`config.mk`:
```
export PLATFORM = sky130hd
export DESIGN_NAME = encode83_serial
export DESIGN_NICKNAME = d
export VERILOG_FILES = /design/src/rtl/enc_pkg.sv /design/src/rtl/encode83_serial_prio_enc8.sv /design/src/rtl/encode83_serial.sv
export SDC_FILE = /design/constraint.sdc
export NUM_CORES = 1
export LEC_CHECK = 0
export BUFFER_PORTS_ARGS = -buffer_cell sky130_fd_sc_hd__buf_4
export CAP_MARGIN = 0
export CORE_MARGIN = 1.5
export CORE_UTILIZATION = 45
export CTS_BUF_LIST = sky130_fd_sc_hd__clkbuf_8 sky130_fd_sc_hd__clkbuf_16
export DETAILED_ROUTE_END_ITERATION = 8
export PLACE_DENSITY = 0.73
export SYNTH_ARGS = -nofsm -noshare
export SYNTH_HDL_FRONTEND = slang
export SYNTH_SLANG_ARGS = --single-unit
```
`constraint.sdc`:
```
create_clock -name clk -period 3.11 [get_ports clk]
set_input_delay 0.4665 -clock clk [delete_from_list [all_inputs] [get_ports clk]]
set_output_delay 0.4665 -clock clk [all_outputs]
set_load 0.02 [all_outputs]
```
`src/rtl/enc_pkg.sv`:
```
// Shared constants and state encoding for the serial 8-to-3 index encoder.
package enc_pkg;
  localparam int ENC_WIDTH  = 8;
  localparam int ENC_CODE_W = 3;

  typedef enum logic {
    ST_IDLE = 1'b0,
    ST_EMIT = 1'b1
  } enc_state_e;
endpackage

```
`src/rtl/encode83_serial_prio_enc8.sv`:
```
// Combinational find-first-set. Outputs the selected index, its one-hot mask,
// and a flag for "exactly one bit set".
module prio_enc8 #(
  parameter int  WIDTH     = 8,
  parameter bit  MSB_FIRST = 1'b1,
  localparam int CODE_W    = $clog2(WIDTH)
) (
  input  logic [WIDTH-1:0]  vec_i,
  output logic [CODE_W-1:0] idx_o,
  output logic [WIDTH-1:0]  mask_o,
  output logic              one_o
);

  // Last match in the scan wins, so scan direction is opposite to priority order.
  always_comb begin
    idx_o = '0;
    if (MSB_FIRST) begin
      for (int i = 0; i < WIDTH; i++)
        if (vec_i[i]) idx_o = CODE_W'(i);
    end else begin
      for (int i = WIDTH - 1; i >= 0; i--)
        if (vec_i[i]) idx_o = CODE_W'(i);
    end
  end

  always_comb begin
    mask_o = '0;
    if (|vec_i) mask_o[idx_o] = 1'b1;
  end

  assign one_o = (|vec_i) && ((vec_i & (vec_i - WIDTH'(1))) == '0);

endmodule

```
`src/rtl/encode83_serial.sv`:
```
// Serialises a multi-hot word into a stream of set-bit indices, one per
// handshake beat, with popcount and last/none flags alongside.
module encode83_serial
  import enc_pkg::*;
#(
  parameter int  WIDTH     = ENC_WIDTH,
  parameter bit  MSB_FIRST = 1'b1,
  localparam int CODE_W    = $clog2(WIDTH)
) (
  input  logic              clk,
  input  logic              rst,
  input  logic              enable,
  input  logic [WIDTH-1:0]  data_in,
  input  logic              in_valid,
  output logic              in_ready,
  output logic [CODE_W-1:0] data_out,
  output logic              out_valid,
  input  logic              out_ready,
  output logic              out_last,
  output logic              out_none,
  output logic [CODE_W:0]   out_count
);

  function automatic logic [CODE_W:0] popcount(input logic [WIDTH-1:0] v);
    logic [CODE_W:0] c;
    c = '0;
    for (int i = 0; i < WIDTH; i++) c = c + {{CODE_W{1'b0}}, v[i]};
    return c;
  endfunction

  enc_state_e        state_q;
  logic [WIDTH-1:0]  pending_q;
  logic [CODE_W:0]   count_q;

  logic [CODE_W-1:0] pe_idx;
  logic [WIDTH-1:0]  pe_mask;
  logic              pe_one;
  logic              beat_done;
  logic              is_emit;

  // Index comes only from the captured word, never straight from data_in.
  prio_enc8 #(
    .WIDTH     (WIDTH),
    .MSB_FIRST (MSB_FIRST)
  ) u_prio (
    .vec_i  (pending_q),
    .idx_o  (pe_idx),
    .mask_o (pe_mask),
    .one_o  (pe_one)
  );

  assign is_emit   = (state_q == ST_EMIT);
  assign in_ready  = enable && !rst && (state_q == ST_IDLE);
  assign out_valid = is_emit;
  assign data_out  = pe_idx;
  assign out_none  = is_emit && (pending_q == '0);
  assign out_last  = is_emit && (pe_one || (pending_q == '0));
  assign out_count = count_q;
  assign beat_done = out_valid && out_ready && enable;

  always_ff @(posedge clk) begin
    if (rst) begin
      state_q   <= ST_IDLE;
      pending_q <= '0;
      count_q   <= '0;
    end else if (enable) begin
      case (state_q)
        ST_IDLE: begin
          if (in_valid) begin
            pending_q <= data_in;
            count_q   <= popcount(data_in);
            state_q   <= ST_EMIT;
          end
        end
        ST_EMIT: begin
          if (beat_done) begin
            pending_q <= pending_q & ~pe_mask;
            if (out_last) state_q <= ST_IDLE;
          end
        end
        default: state_q <= ST_IDLE;
      endcase
    end
  end

endmodule

```
Word-level counts from Yosys, hierarchy flattened
Cells that the tools add are included.
{"block": "totals", "register_bits": 13, "latchBits": 0, "ram_bits": 0, "rom_bits": 0, "input_bits": 13, "out_inout_bits": 11, "wordCells": 51, "memories": 0}
{"block": "classes", "add_sub_neg": 8, "n_mul": 0, "n_div": 0, "n_lt_le_gt_ge": 2, "eq_ne": 2, "shifts": 0, "n_mux": 17, "bitwise": 4, "reduce_logical": 15}
{"operator": "$mux W8", "count": 3}
{"operator": "$mux W3", "count": 6}
{"operator": "$add A4 B1 Y4", "count": 4}
{"operator": "$and A8 B8 Y8", "count": 2}
{"operator": "$logic_not A8 Y1", "count": 2}
{"operator": "$pmux W8 S2", "count": 1}
{"operator": "$logic_and A1 B1 Y1", "count": 8}
{"operator": "$not A8 Y8", "count": 1}
{"operator": "$reduce_or A8 Y1", "count": 1}
{"operator": "$sub A8 B1 Y8 const B", "count": 1}
{"operator": "$reduce_and A3 Y1", "count": 2}
{"operator": "$mux W1", "count": 5}
{"operator": "$add A3 B1 Y4", "count": 1}
{"operator": "$lt A3 B4 Y1 const B", "count": 1}
{"operator": "$add A2 B1 Y3", "count": 1}
{"operator": "$demux W1 S3", "count": 1}
{"operator": "$ge A3 B1 Y1 const B", "count": 1}
{"operator": "$add A1 B1 Y2", "count": 1}
{"operator": "$ne A2 B1 Y1 const B", "count": 1}
{"operator": "$ne A2 B2 Y1 const B", "count": 1}
{"operator": "$pmux W1 S2", "count": 1}
{"operator": "$logic_not A1 Y1", "count": 1}
{"operator": "$logic_or A1 B1 Y1", "count": 1}
{"operator": "$not A1 Y1", "count": 1}

Depth between registers and ports, before layout
{"block": "depth", "word_depth": 16, "ltp_mapped": 10, "mapped_depth_nobuf": 10}

Modules after synthesis
A second synthesis with hierarchy kept.
{"block": "hier_totals", "cells_unflattened": 125, "area_unflattened_um2": 1152.4}
{"module": "encode83_serial", "instances": 1, "cells_per_inst": 92, "area_per_inst_um2": 889.6, "seq_area_each_um2": 260.2}
{"module": "prio_enc8", "instances": 1, "cells_per_inst": 33, "area_per_inst_um2": 262.8, "seq_area_each_um2": 0.0}

Least setup slack after synthesis
Ideal clock, no wire load.
{"block": "synth_path", "kind": "input-to-reg", "from": "input data_in[0]", "to": "register count_q[2], in the netlist out_count[2]", "setup_ns": 0.086, "arrival_ns": 2.869, "required_ns": 3.024, "slack_ns": 0.155, "cell_stages": 9, "path_buffers": 0, "path_cell_list": "fa_1 > inv_1 > fa_1 > fa_1 > inv_1 > ha_1 > fa_1 > xnor2_1 > a211oi_1"}
{"block": "synth_between", "elab_chain_len": 7}
{"item": "from (decl)", "line": "encode83_serial.sv:13", "rtl": "input logic [WIDTH-1:0] data_in,"}
{"item": "$add A1 B1 Y2", "line": "encode83_serial.sv:27", "rtl": "for (int i = 0; i < WIDTH; i++) c = c + {{CODE_W{1'b0}}, v[i]};"}
{"item": "$add A2 B1 Y3", "line": "encode83_serial.sv:27"}
{"item": "$add A3 B1 Y4", "line": "encode83_serial.sv:27"}
{"item": "$add A4 B1 Y4 (4 in a row)", "line": "encode83_serial.sv:27"}
{"item": "to (signal assigned)", "line": "encode83_serial.sv:71", "rtl": "count_q <= popcount(data_in);"}
{"item": "to (decl)", "line": "encode83_serial.sv:33", "rtl": "logic [CODE_W:0] count_q;"}
Every way passes these cells.
A chain may end at the register's enable or synchronous reset.

Worst setup path after layout
Same ends and word-level chain as after synthesis.

==> summary.md <==
| Metric | Value |
|---|---|
| Global-route wire length before repair | `3.11 mm` |
| Remaining antenna violation count | `0` |
| Area of the core region | `1760 µm²` |
| Cell chosen for the clock root | `sky130_fd_sc_hd__clkbuf_8` |
| Cell accounting for the most synthesized area | `sky130_fd_sc_hd__dfxtp_1` |
| Die outline area | `2190 µm²` |
| Fraction of registers with async set or reset after synthesis | `0` |
| Net count reported at finish | `148` |
| Final core utilization | `0.622` |
| EDFF count, synth | `0` |
| Final Hold Fails | `0` |
| Critical path start-end classification | `input port to flop` |
| Number of distinct library cells after synthesis | `36` |
| DR WL/cell | `12.9 µm` |
| Number of antenna violations at the first check in global routing | `0` |
| Achievable Freq | `337 MHz` |
| Remaining design rule violation count | `0` |
| Mapped Cells | `104` |
| Worst hold slack | `0.460 ns` |
| Syn avg cell area | `8.30 µm²` |
| Cells traversed along the worst timing path | `buf_4 > fa_1 > inv_1 > fa_1 > fa_1 > inv_1 > ha_1 > fa_1 > xnor2_1 > a211oi_1` |
| Setup TNS | `0 ns` |
| Area share of the largest cell type after synthesis | `0.301` |
| Worst setup slack for register-to-register paths | `1.45 ns` |
| Most common flop cell mapped by yosys | `sky130_fd_sc_hd__dfxtp_1` |
| Cells resized by post-CTS repair | `0` |
| Required time at the endpoint of the critical path | `3.26 ns` |
| Sequential cell area fraction in the yosys report | `0.301` |
| Initial core utilization | `0.489` |
| TritonCTS clock tree | `yes` |
| Routed via count | `841` |
| Crit path launch type | `input port` |
| Endpoint class of the critical path | `flop` |
| Net switching power of the design | `0.000162 W` |
| Transition time at the pin with the least slew margin | `0.508 ns` |
| FF-to-FF path depth | `4` |
| Internal power | `0.000341 W` |
| TritonCTS Buffers | `3` |
| H-tree depth | `1` |
| Largest cells by area after synthesis | `sky130_fd_sc_hd__dfxtp_1 (30%), sky130_fd_sc_hd__fa_1 (9.3%), sky130_fd_sc_hd__inv_1 (5.2%)` |
| Cell repeated most along the worst path | `sky130_fd_sc_hd__fa_1` |
| Worst-path maximum fanout | `2` |
| Number of sinks driven by the clock tree | `13` |
| #FFs+latches synth | `13` |
| Fraction of final layout cells with drive strength greater than 1 | `0.236` |
| Number of global-route vias before repair | `776` |
| Seq pwr share | `0.378` |
| Layout overhead on the synthesized area | `27.1%` |
| Maximum vdd ir drop | `0.371 mV` |
| DR iter-0 viols | `18` |
| Most instantiated library cell after synthesis | `sky130_fd_sc_hd__dfxtp_1` |
| Final-report max-slew violation count | `0` |
| Final Routed Wirelength | `1.97 mm` |
| Number of ports placed on the die boundary | `24` |
| Diode count | `0` |
| Power, Total | `0.000502 W` |
| Largest net degree at the start of global routing | `18` |
| Count of hold-fix buffers inserted at cts | `0` |
| Switching power share of the total | `0.322` |
| Die width | `46.8 µm` |
| Number of max-cap violations | `0` |
| Final Wtd Congestion | `0.801` |
| Number of buffers inserted by port buffering | `23` |
| Per-cell via count in the routed design | `5.53` |
| Clock power frac | `0.298` |
| Critical-path top delay cell | `sky130_fd_sc_hd__fa_1` |
| Setup repair after global routing missed its margin | `false` |
| Drt first pass iters | `4` |
| Portion of total power attributed to combinational logic | `0.324` |
| Areal power density over the cells | `458 nW/µm²` |
| Worst-Skew Late Latency | `0.24 ns` |
| # setup viols final | `0` |
| Worst slew margin relative to its limit | `0.661` |
| Die Y | `46.8 µm` |
| Biggest cell delay along the critical path | `0.53 ns` |
| Post-CTS setup buffer count | `0` |
| GR Overflow Total | `0` |
| Fin Clk Skew | `0.00172 ns` |
| Portion of the clock cycle consumed by the worst path in the final layout | `0.954` |
| Final WS setup | `0.143 ns` |
| Number of core rows | `15` |
| Worst slack, placed | `-0.103 ns` |
| Worst hold path cell count | `2` |
| Number of warnings reported in the yosys synthesis log | `0` |
| Lkg Pwr | `0.477 nW` |
| Netlist area before placement | `863 µm²` |
| GR Util All Layers | `0.203` |
| Placed wire-length estimate | `1.51 mm` |
| Most numerous cell types in the synthesized netlist | `sky130_fd_sc_hd__dfxtp_1 (13), sky130_fd_sc_hd__inv_1 (12), sky130_fd_sc_hd__nand2_1 (9), sky130_fd_sc_hd__nor2_1 (9), sky130_fd_sc_hd__a21oi_1 (7)` |
| Result of the run | `finished, final reports clean` |
| Post-Syn Nets | `124` |
| Final critical path time including I/O delays and setup | `2.97 ns` |
| Clk buf depth | `2` |
| Hold crit path type | `flop to flop` |
| Worst Path Arrival | `3.12 ns` |
| Register clock-pin slew on the reported worst setup and hold paths | `0.06 ns` |
==> registers in the layout, indices dropped and copies added, names as in the netlist <==
name,count
out_valid,1
pending_q,8
out_count,4
==> power groups by stage <==
stage	clock (W)	combinational, W	sequential, W
final	0.000150	0.000163	0.000190
after detailed placement	0	0.000163	0.000193
after global placement	0	0.000162	0.000192
after global routing	0.000159	0.000183	0.000191
after floorplan	0	0.000103	0.000197
after CTS	0.000152	0.000163	0.000189
==> per-stage QoR <==
step	instance area [µm²]	instances
final	1100	152
after global routing	1100	152
after CTS	1100	152
after detailed placement	1050	148
after global placement	1050	148
after floorplan	863	104
==> placed cells by master, fill, tap and decap left out, types with 3 or more instances in the layout <==
cell type,count
sky130_fd_sc_hd__nand2_1,9
sky130_fd_sc_hd__dfxtp_1,13
sky130_fd_sc_hd__nand3b_1,6
sky130_fd_sc_hd__nor4_1,3
sky130_fd_sc_hd__fa_1,4
sky130_fd_sc_hd__o21ai_1,3
sky130_fd_sc_hd__nor2_1,9
sky130_fd_sc_hd__buf_4,23
sky130_fd_sc_hd__ha_1,3
sky130_fd_sc_hd__a21oi_1,7
sky130_fd_sc_hd__inv_1,13
sky130_fd_sc_hd__clkbuf_8,3
sky130_fd_sc_hd__a22oi_1,4
==> kinds of logic (layout without fill, tap and decap cells) <==
family	count (synthesis)	count (layout)	synth area share
AOI/OAI and AO/OA	26	26	0.210
xor gates and xnor gates	1	1	0.0101
buffers and inverters	16	39	0.0696
adders and majority gates	8	8	0.148
DFF	13	13	0.301
and+or+nand+nor	39	39	0.248
muxes	1	1	0.0130
==> area by class of cell <==
type | count | area (µm²)
Sequential cell | 13 | 260
Clock buffer | 3 | 41.3
Clock inverter | 1 | 3.75
Inverter | 12 | 45.0
Multi-Input combinational cell | 75 | 543
Timing Repair Buffer | 23 | 173
Fill cell | 182 | 667
Tap cell | 25 | 31.3
==> critical path: cells and delay by family <==
| family | cells | cell delay [ns] |
|---|---|---|
| adder cells (fa/ha/maj) | 5 | 2.06 |
| AO/OA/AOI/OAI | 1 | 0.24 |
| buffers and inverters | 3 | 0.21 |
| XOR/XNOR | 1 | 0.13 |
==> layer usage <==
metal | up-vias | track usage | wire length, µm
met4 | 0 | 0.0889 | 19
met3 | 4 | 0.0500 | 114
met2 | 24 | 0.318 | 918
met5 | - | 0 | 0
met1 | 396 | 0.265 | 913
li1 | 417 | - | -
==> final timing paths <==
path,from,to
worst min-delay path,out_count[1],out_count[1]
worst max register to register,pending_q[3],out_valid
worst min register to register,out_count[1],out_count[1]
worst max-delay path,data_in[0],out_count[2]
(Power assumes the default switching activity.)
